`src/rtl/amiga_chipram_dram_seq_if.sv`:
```
// rtl/amiga_chipram_dram_seq_if.sv - CAS-PAL side inputs and DRAM-side outputs of the chip-RAM sequencer
interface amiga_chipram_dram_seq_if #(
    parameter int ROW_BITS = 9
);
    logic                    re_n;
    logic                    rrw;
    logic                    ucen;
    logic                    lcen;
    logic [2*ROW_BITS-1:0]   a;
    logic [ROW_BITS-1:0]     dram_a;
    logic                    ras_n;
    logic                    casu_n;
    logic                    casl_n;
    logic                    we_n;
    logic                    rdy;
    logic                    busy;
    logic                    ref_ovf;

    modport master (
        output re_n, rrw, ucen, lcen, a,
        input  dram_a, ras_n, casu_n, casl_n, we_n, rdy, busy, ref_ovf
    );

    modport slave (
        input  re_n, rrw, ucen, lcen, a,
        output dram_a, ras_n, casu_n, casl_n, we_n, rdy, busy, ref_ovf
    );
endinterface

```
`src/rtl/amiga_chipram_dram_seq.sv`:
```
// rtl/amiga_chipram_dram_seq.sv - chip-RAM DRAM timing sequencer with CBR refresh
module amiga_chipram_dram_seq #(
    parameter int ROW_BITS       = 9,
    parameter int RAS_TO_CAS     = 1,
    parameter int CAS_CYCLES     = 2,
    parameter int PRECHARGE      = 2,
    parameter int REF_INTERVAL   = 64,
    parameter int REF_RAS_CYCLES = 2
) (
    input  logic                       clk_i,
    input  logic                       rst_i,
    amiga_chipram_dram_seq_if.slave    bus
);

    typedef enum logic [2:0] {
        ST_IDLE, ST_RCD, ST_COL, ST_CAS, ST_END, ST_PRE, ST_REF_CAS, ST_REF_RAS
    } state_t;

    localparam int M1      = (RAS_TO_CAS > CAS_CYCLES) ? RAS_TO_CAS : CAS_CYCLES;
    localparam int M2      = (PRECHARGE > REF_RAS_CYCLES) ? PRECHARGE : REF_RAS_CYCLES;
    localparam int CNT_MAX = (M1 > M2) ? M1 : M2;
    localparam int CNT_W   = $clog2(CNT_MAX + 1);
    localparam int TMR_W   = $clog2(REF_INTERVAL);
    localparam int PRE_CNT = (PRECHARGE > 1) ? PRECHARGE - 2 : 0;

    state_t              state_q;
    logic [CNT_W-1:0]    cnt_q;
    logic [TMR_W-1:0]    timer_q;
    logic [TMR_W-1:0]    timer_d;
    logic                wrap;
    logic                ref_req;
    logic                pend_q;
    logic                armed_q;
    logic                ovf_q;
    logic [ROW_BITS-1:0] lat_col_q;
    logic                lat_rrw_q;
    logic                lat_ucen_q;
    logic                lat_lcen_q;
    logic [ROW_BITS-1:0] dram_a_q;
    logic                ras_n_q;
    logic                casu_n_q;
    logic                casl_n_q;
    logic                we_n_q;
    logic                rdy_q;
    logic                busy_q;

    assign wrap    = (timer_q == TMR_W'(REF_INTERVAL - 1));
    assign timer_d = wrap ? '0 : timer_q + TMR_W'(1);
    // A wrap seen in IDLE is serviced on the same edge, ahead of any access.
    assign ref_req = pend_q | wrap;

    always_ff @(posedge clk_i) begin
        if (rst_i) begin
            state_q    <= ST_IDLE;
            cnt_q      <= '0;
            timer_q    <= '0;
            pend_q     <= 1'b0;
            armed_q    <= 1'b1;
            ovf_q      <= 1'b0;
            lat_col_q  <= '0;
            lat_rrw_q  <= 1'b1;
            lat_ucen_q <= 1'b0;
            lat_lcen_q <= 1'b0;
            dram_a_q   <= '0;
            ras_n_q    <= 1'b1;
            casu_n_q   <= 1'b1;
            casl_n_q   <= 1'b1;
            we_n_q     <= 1'b1;
            rdy_q      <= 1'b0;
            busy_q     <= 1'b0;
        end else begin
            timer_q <= timer_d;
            rdy_q   <= 1'b0;
            if (bus.re_n)
                armed_q <= 1'b1;
            if (wrap && pend_q)
                ovf_q <= 1'b1;
            if (wrap)
                pend_q <= 1'b1;

            case (state_q)
                ST_IDLE: begin
                    if (ref_req) begin
                        pend_q   <= 1'b0;
                        casu_n_q <= 1'b0;
                        casl_n_q <= 1'b0;
                        ras_n_q  <= 1'b1;
                        we_n_q   <= 1'b1;
                        busy_q   <= 1'b1;
                        state_q  <= ST_REF_CAS;
                    end else if (!bus.re_n && armed_q) begin
                        lat_col_q  <= bus.a[ROW_BITS-1:0];
                        lat_rrw_q  <= bus.rrw;
                        lat_ucen_q <= bus.ucen;
                        lat_lcen_q <= bus.lcen;
                        armed_q    <= 1'b0;
                        dram_a_q   <= bus.a[2*ROW_BITS-1:ROW_BITS];
                        ras_n_q    <= 1'b0;
                        busy_q     <= 1'b1;
                        cnt_q      <= CNT_W'(RAS_TO_CAS - 1);
                        state_q    <= ST_RCD;
                    end
                end
                ST_RCD: begin
                    if (cnt_q == '0) begin
                        dram_a_q <= lat_col_q;
                        we_n_q   <= lat_rrw_q;
                        state_q  <= ST_COL;
                    end else begin
                        cnt_q <= cnt_q - CNT_W'(1);
                    end
                end
                ST_COL: begin
                    casu_n_q <= !lat_ucen_q;
                    casl_n_q <= !lat_lcen_q;
                    cnt_q    <= CNT_W'(CAS_CYCLES - 1);
                    state_q  <= ST_CAS;
                end
                ST_CAS: begin
                    if (cnt_q == '0) begin
                        ras_n_q  <= 1'b1;
                        casu_n_q <= 1'b1;
                        casl_n_q <= 1'b1;
                        we_n_q   <= 1'b1;
                        rdy_q    <= 1'b1;
                        state_q  <= ST_END;
                    end else begin
                        cnt_q <= cnt_q - CNT_W'(1);
                    end
                end
                ST_END: begin
                    if (PRECHARGE > 1) begin
                        cnt_q   <= CNT_W'(PRE_CNT);
                        state_q <= ST_PRE;
                    end else begin
                        busy_q  <= 1'b0;
                        state_q <= ST_IDLE;
                    end
                end
                ST_PRE: begin
                    if (cnt_q == '0) begin
                        busy_q  <= 1'b0;
                        state_q <= ST_IDLE;
                    end else begin
                        cnt_q <= cnt_q - CNT_W'(1);
                    end
                end
                ST_REF_CAS: begin
                    ras_n_q <= 1'b0;
                    cnt_q   <= CNT_W'(REF_RAS_CYCLES - 1);
                    state_q <= ST_REF_RAS;
                end
                ST_REF_RAS: begin
                    // Refresh shares END/PRE with accesses but never pulses RDY.
                    if (cnt_q == '0) begin
                        ras_n_q  <= 1'b1;
                        casu_n_q <= 1'b1;
                        casl_n_q <= 1'b1;
                        we_n_q   <= 1'b1;
                        state_q  <= ST_END;
                    end else begin
                        cnt_q <= cnt_q - CNT_W'(1);
                    end
                end
                default: state_q <= ST_IDLE;
            endcase
        end
    end

    assign bus.dram_a  = dram_a_q;
    assign bus.ras_n   = ras_n_q;
    assign bus.casu_n  = casu_n_q;
    assign bus.casl_n  = casl_n_q;
    assign bus.we_n    = we_n_q;
    assign bus.rdy     = rdy_q;
    assign bus.busy    = busy_q;
    assign bus.ref_ovf = ovf_q;

endmodule

```
`src/flat_wrapper.sv`:
```
// flat-port wrapper written by rule: the top's interface ports become plain ports
module amiga_chipram_dram_seq_flat 
#(
    parameter int ROW_BITS       = 9,
    parameter int RAS_TO_CAS     = 1,
    parameter int CAS_CYCLES     = 2,
    parameter int PRECHARGE      = 2,
    parameter int REF_INTERVAL   = 64,
    parameter int REF_RAS_CYCLES = 2
)
  (clk_i, rst_i, bus_re_n, bus_rrw, bus_ucen, bus_lcen, bus_a, bus_dram_a, bus_ras_n, bus_casu_n, bus_casl_n, bus_we_n, bus_rdy, bus_busy, bus_ref_ovf);
  amiga_chipram_dram_seq_if #(.ROW_BITS(ROW_BITS)) bus_i ();
  input  logic clk_i;
  input  logic rst_i;
  input wire logic [$bits(bus_i.re_n)-1:0] bus_re_n;
  input wire logic [$bits(bus_i.rrw)-1:0] bus_rrw;
  input wire logic [$bits(bus_i.ucen)-1:0] bus_ucen;
  input wire logic [$bits(bus_i.lcen)-1:0] bus_lcen;
  input wire logic [$bits(bus_i.a)-1:0] bus_a;
  output wire logic [$bits(bus_i.dram_a)-1:0] bus_dram_a;
  output wire logic [$bits(bus_i.ras_n)-1:0] bus_ras_n;
  output wire logic [$bits(bus_i.casu_n)-1:0] bus_casu_n;
  output wire logic [$bits(bus_i.casl_n)-1:0] bus_casl_n;
  output wire logic [$bits(bus_i.we_n)-1:0] bus_we_n;
  output wire logic [$bits(bus_i.rdy)-1:0] bus_rdy;
  output wire logic [$bits(bus_i.busy)-1:0] bus_busy;
  output wire logic [$bits(bus_i.ref_ovf)-1:0] bus_ref_ovf;
  assign bus_i.re_n = bus_re_n;
  assign bus_i.rrw = bus_rrw;
  assign bus_i.ucen = bus_ucen;
  assign bus_i.lcen = bus_lcen;
  assign bus_i.a = bus_a;
  assign bus_dram_a = bus_i.dram_a;
  assign bus_ras_n = bus_i.ras_n;
  assign bus_casu_n = bus_i.casu_n;
  assign bus_casl_n = bus_i.casl_n;
  assign bus_we_n = bus_i.we_n;
  assign bus_rdy = bus_i.rdy;
  assign bus_busy = bus_i.busy;
  assign bus_ref_ovf = bus_i.ref_ovf;
  amiga_chipram_dram_seq #(.ROW_BITS(ROW_BITS), .RAS_TO_CAS(RAS_TO_CAS), .CAS_CYCLES(CAS_CYCLES), .PRECHARGE(PRECHARGE), .REF_INTERVAL(REF_INTERVAL), .REF_RAS_CYCLES(REF_RAS_CYCLES)) u_core (.clk_i(clk_i), .rst_i(rst_i), .bus(bus_i));
endmodule
```
`config.mk`:
```
export PLATFORM = sky130hd
export DESIGN_NAME = amiga_chipram_dram_seq_flat
export DESIGN_NICKNAME = d
export VERILOG_FILES = /design/src/rtl/amiga_chipram_dram_seq_if.sv /design/src/rtl/amiga_chipram_dram_seq.sv /design/src/flat_wrapper.sv
export SDC_FILE = /design/constraint.sdc
export NUM_CORES = 1
export LEC_CHECK = 0
export BUFFER_PORTS_ARGS = -buffer_cell sky130_fd_sc_hd__buf_2
export CAP_MARGIN = 30
export CELL_PAD_IN_SITES_DETAIL_PLACEMENT = 1
export CELL_PAD_IN_SITES_GLOBAL_PLACEMENT = 1
export CORE_AREA = 2 2 76 78
export CTS_CLUSTER_SIZE = 10
export DETAILED_ROUTE_END_ITERATION = 16
export DIE_AREA = 0 0 78 80
export GPL_ROUTABILITY_DRIVEN = 1
export PLACE_DENSITY = 0.77
export SYNTH_ARGS = -nofsm -noshare
export SYNTH_HDL_FRONTEND = slang
export SYNTH_SLANG_ARGS = --single-unit
```
`constraint.sdc`:
```
create_clock -name clk_i -period 1.59 [get_ports clk_i]
set_clock_uncertainty 0.05 [all_clocks]
set_input_delay 0.159 -clock clk_i [delete_from_list [all_inputs] [get_ports clk_i]]
set_output_delay 0.159 -clock clk_i [all_outputs]
set_load 0.005 [all_outputs]
```
# Word level (Yosys, flattened, before mapping)

Cells that the tools add are included.

Equality and inequality tests: 16
Reduce and logical (&&, ||, !) cells: 25
Bitwise gates (word level): 3
Add/sub/neg operators: 2
Muxes and demuxes: 36

Operator list:

| operator                                                        | number |
|---|---|
| 9-bit 2-to-1 mux                                                | 3 |
| 3-bit one-hot mux with 7 select lines                           | 1 |
| 9-bit one-hot mux with 2 select lines                           | 1 |
| 1-bit 2-to-1 mux                                                | 17 |
| 3-bit 2-to-1 mux                                                | 5 |
| 3-bit AND reduction                                             | 5 |
| 3-bit == test, second input constant                            | 4 |
| 1-bit one-hot mux with 3 select lines                           | 4 |
| 4-bit AND reduction                                             | 3 |
| 2-bit by 1-bit != test with 1-bit output, second input constant | 5 |
| 3-bit nonzero test                                              | 3 |
| 2-bit one-hot mux with 4 select lines                           | 1 |
| 2-bit OR reduction                                              | 4 |
| 6-bit by 1-bit adder with 6-bit output, second input constant   | 1 |
| 3-bit by 2-bit == test with 1-bit output, second input constant | 2 |
| 6-bit == test, second input constant                            | 1 |
| 2-bit 2-to-1 mux                                                | 3 |
| 2-bit != test, second input constant                            | 2 |
| 2-bit nonzero test                                              | 2 |
| 4-bit OR reduction                                              | 1 |
| 3-bit by 1-bit == test with 1-bit output, second input constant | 1 |
| 1-bit zero test                                                 | 3 |
| 3-bit zero test                                                 | 1 |
| 3-bit by 1-bit != test with 1-bit output, second input constant | 1 |
| 6 further kinds                                                 | 8 |

Bits of input ports: 24
Logic and storage cells: 99
Output and inout bits: 16
Register bits after elaboration: 41

# Longest topological paths before layout

Word-level depth: 5
Depth in mapped cells: 7
Gate-level depth less buffers: 6

# Worst setup path before layout

Ideal clock, no wire load.

Kind: reg-to-reg
Start: register u_core.timer_q[0]
End: register u_core.dram_a_q[0], in the netlist u_core.bus.dram_a[0]
Path buffers: 1
Setup slack: 0.033 ns
Library setup time: 0.145 ns
Period minus slack after synthesis: 1.557 ns
Data required time: 1.395 ns
Arrival: 1.362 ns
Cell stages (with the launch flop): 7
Path through: dfxtp_1 > ha_1 > and3_4 > a211oi_4 > a21o_1 > buf_4 > a211oi_2

Longest elaborated chain between the ends: 4

Ends and longest elaborated chain:

| element                       | RTL line                      | RTL |
|---|---|---|
| start: declaration            | amiga_chipram_dram_seq.sv:28  | `logic [TMR_W-1:0] timer_q;` |
| start signal: assignment      | amiga_chipram_dram_seq.sv:72  | `timer_q <= timer_d;` |
| 6-bit == test                 | amiga_chipram_dram_seq.sv:47  | `assign wrap = (timer_q == TMR_W'(REF_INTERVAL - 1));` |
| 1-bit bitwise OR              | amiga_chipram_dram_seq.sv:50  | `assign ref_req = pend_q \| wrap;` |
| 2-bit != test (no line)       | -                             |  |
| 4-bit AND reduction (no line) | -                             |  |
| end signal: assignment        | amiga_chipram_dram_seq.sv:97  | `dram_a_q <= bus.a[2*ROW_BITS-1:ROW_BITS];` |
| end signal: assignment        | amiga_chipram_dram_seq.sv:106 | `dram_a_q <= lat_col_q;` |
| end: declaration              | amiga_chipram_dram_seq.sv:39  | `logic [ROW_BITS-1:0] dram_a_q;` |

No other way between the ends.
A chain may end at the register's enable or synchronous reset.

# Worst setup path after layout

Start: register u_core.timer_q[0]
End: register u_core.lat_col_q[7]

Longest elaborated chain between the ends: 4

Ends and longest elaborated chain:

| element                       | RTL line                     | RTL |
|---|---|---|
| 6-bit == test                 | amiga_chipram_dram_seq.sv:47 |  |
| 1-bit bitwise OR              | amiga_chipram_dram_seq.sv:50 |  |
| 1-bit inverter (no line)      | -                            |  |
| 3-bit AND reduction (no line) | -                            |  |
| end signal: assignment        | amiga_chipram_dram_seq.sv:92 | `lat_col_q <= bus.a[ROW_BITS-1:0];` |
| end: declaration              | amiga_chipram_dram_seq.sv:35 | `logic [ROW_BITS-1:0] lat_col_q;` |

No other way between the ends.

==> qor.txt <==
gp weighted congestion: 0.786
Total Neg Setup Slack: -0.924 ns
Max-cap violations: 0
drt total wl: 5880 um
Synth top cells by count: 41 x dfxtp_1, 17 x a21oi_1, 16 x nand3_1
Pwr Density: 1820 nW/um^2
placed cell count: 322
DRT Pass-1 Iters: 4
most frequent cell after synthesis: dfxtp_1
register area: 825 um^2
Fmax: 583 MHz
via/cell ratio: 5.41
Area Growth Syn to Fin: 36.2%
Clock transition at path regs: 0.07 ns
die height: 80 um
Bufs and invs on worst path: 2
root buf cell: clkbuf_8
Top FF cell, synth: dfxtp_1
Mapped Area: 1930 um^2
top post-synthesis cells by area: dfxtp_1 43%, a211oi_2 5.8%, a211oi_1 5.4%
sequential share of the synthesized area: 0.425
Synth area leader: dfxtp_1
critical path's largest stage delay: 0.34 ns
Crit-path slowest cell: dfxtp_2
multi-input logic area: 1100 um^2
share of layout cells above drive strength 1: 0.431
relative slew slack: 0.715
crit start category: flop
CP arrival: 1.89 ns
die width: 78 um
initial antenna violation count: 0
hold slack: 0.0347 ns
total nets after synthesis: 229
total gr overflow: 0
setup ws final: -0.125 ns
crit path kind: reg -> reg
vias in the first global route: 1,839
CTS sink count: 41
Final ANT Viol Nets: 0
IO Port Bufs: 39
Final Setup Violations: 16
Static Leak: 0.00100 uW
total track usage: 0.184
Mapped Cells: 203
Worst path top cell family by delay: compound AO/OA/AOI/OAI gates
layout net count: 288
first-pass GRT wire length: 8990 um
Synth Warn #: 0
Core Area: 5410 um^2
drt drc: 0
Final Cycle Share: 1.08
post-synthesis register bit count: 41
clock insertion delay at the later pin of the skew report: 0.29 ns
maximum buffer depth of the clock tree: 2
num rows: 27
Peak VDD IR: 0.796 mV
Vias: 1,808
CP required: 1.76 ns
Boundary Pins: 40
outcome: finished with violations
top-area cell type share of the netlist area: 0.425
crit-path max FO: 5
First DRT Iteration DRCs: 88
post-layout util: 0.486
Avg Synthesized Cell Area: 9.50 um^2
CTS tree: yes
non-filler cells, final: 334
WL/cell: 17.6 um
RSZ-0062 raised after global routing: yes
Async SR Flop Fraction: 0
largest net degree at the start of global routing: 22
die footprint: 6240 um^2
Least-Margin Pin Slew: 0.428 ns
max-slew violations: 0
failing checks: negative setup slack
synth unique cells: 42
Num CTS Buffers: 5
Crit. End Element: flop
# fillers: 639
Post-synth EDFFs: 0
fin area: 2630 um^2
H-Tree Depth: 2
worst hold path class: in -> reg
placed inst area: 2340 um^2
dpl hpwl: 3740 um
final hold violations: 0
Initial Util: 0.357
Final Critical Period: 1.72 ns
diodes inserted: 0
CP Cell Sequence: ha_4 > and3_4 > a211oi_4 > buf_6 > clkbuf_16 > nand3_2 > a21oi_2
## power by group
part | internal (uW) | switching, uW
sequential | 1290 | 214
combinational | 1200 | 1380
clock | 345 | 347
## cell type report
class,instances,share of cell area
clock buffer,7,0.0329
sequential,41,0.314
multi-input combinational,141,0.419
timing repair buffer,68,0.193
tap,72,0.0343
inverter,5,0.00714
## per-stage QoR
stage | total power [uW] | setup slack, ns
2_1_floorplan | 2920 | 0.0334
3_3_place_gp | 3670 | -0.0186
3_5_place_dp | 3750 | -0.0819
4_1_cts | 4570 | -0.0570
5_1_grt | 5100 | -0.177
6_report | 4780 | -0.125
## sequential cells by signal, summed over array words and instances (netlist names), 2 cells and up, named ones only
signal / flops
u_core.cnt_q: 2
u_core.lat_col_q: 9
u_core.timer_q: 6
u_core.bus.dram_a: 9
u_core.state_q: 2
## logic make-up after synthesis
family                     synth area share
and+or+nand+nor                       0.149
xor gates and xnor gates             0.0227
adders and majority gates            0.0130
AOI/OAI and AO/OA                     0.276
buffers and inverters                0.0623
DFF                                   0.425
muxes                                0.0519
## routing by layer
layer,vias up,GRT usage,wire length [um]
met4,0,0.0719,113
met2,28,0.301,2950
met1,897,0.241,2680
met3,11,0.0317,137
li1,872,-,-
met5,-,0,0
## cell usage in the layout, fill, tap and decap left out, drive strengths merged, types with 7 or more instances in the layout
| cell type | Yosys | final |
|---|---|---|
| nor3 | 7 | 7 |
| clkbuf | 2 | 8 |
| o21ai | 17 | 17 |
| mux2i | 10 | 10 |
| dfxtp | 41 | 41 |
| nor2 | 12 | 12 |
| nand3 | 16 | 16 |
| a211oi | 24 | 24 |
| a21oi | 17 | 17 |
| buf | 14 | 67 |
## repair_timing
item                                    CTS  global route
pin swaps                                 4            10
cloned                                    1             1
gates resized for setup                   9            20
hold buffers                              0             0
setup buffers                             3             0
endpoints found under the setup margin   12            25
## worst paths after layout
check,from,end,slack [ns],cells after the start
min reg2reg,u_core.bus.ref_ovf$_SDFFE_PP0P_,u_core.bus.ref_ovf$_SDFFE_PP0P_,0.43,2
max reg2reg,u_core.timer_q[0]$_SDFF_PP0_,u_core.lat_col_q[7]$_SDFFE_PP0P_,-0.13,7
max,u_core.timer_q[0]$_SDFF_PP0_,u_core.lat_col_q[7]$_SDFFE_PP0P_,-0.13,7
min,bus_re_n,u_core.armed_q$_SDFF_PP1_,0.03,3
## worst reg2reg max path, cell delays in order (launching register included)
cell and delay (ns):
dfxtp_2 0.34, ha_4 0.16, and3_4 0.19, a211oi_4 0.32
buf_6 0.18, clkbuf_16 0.14, nand3_2 0.10, a21oi_2 0.17
No activity file was read; power rests on OpenSTA's default activity.
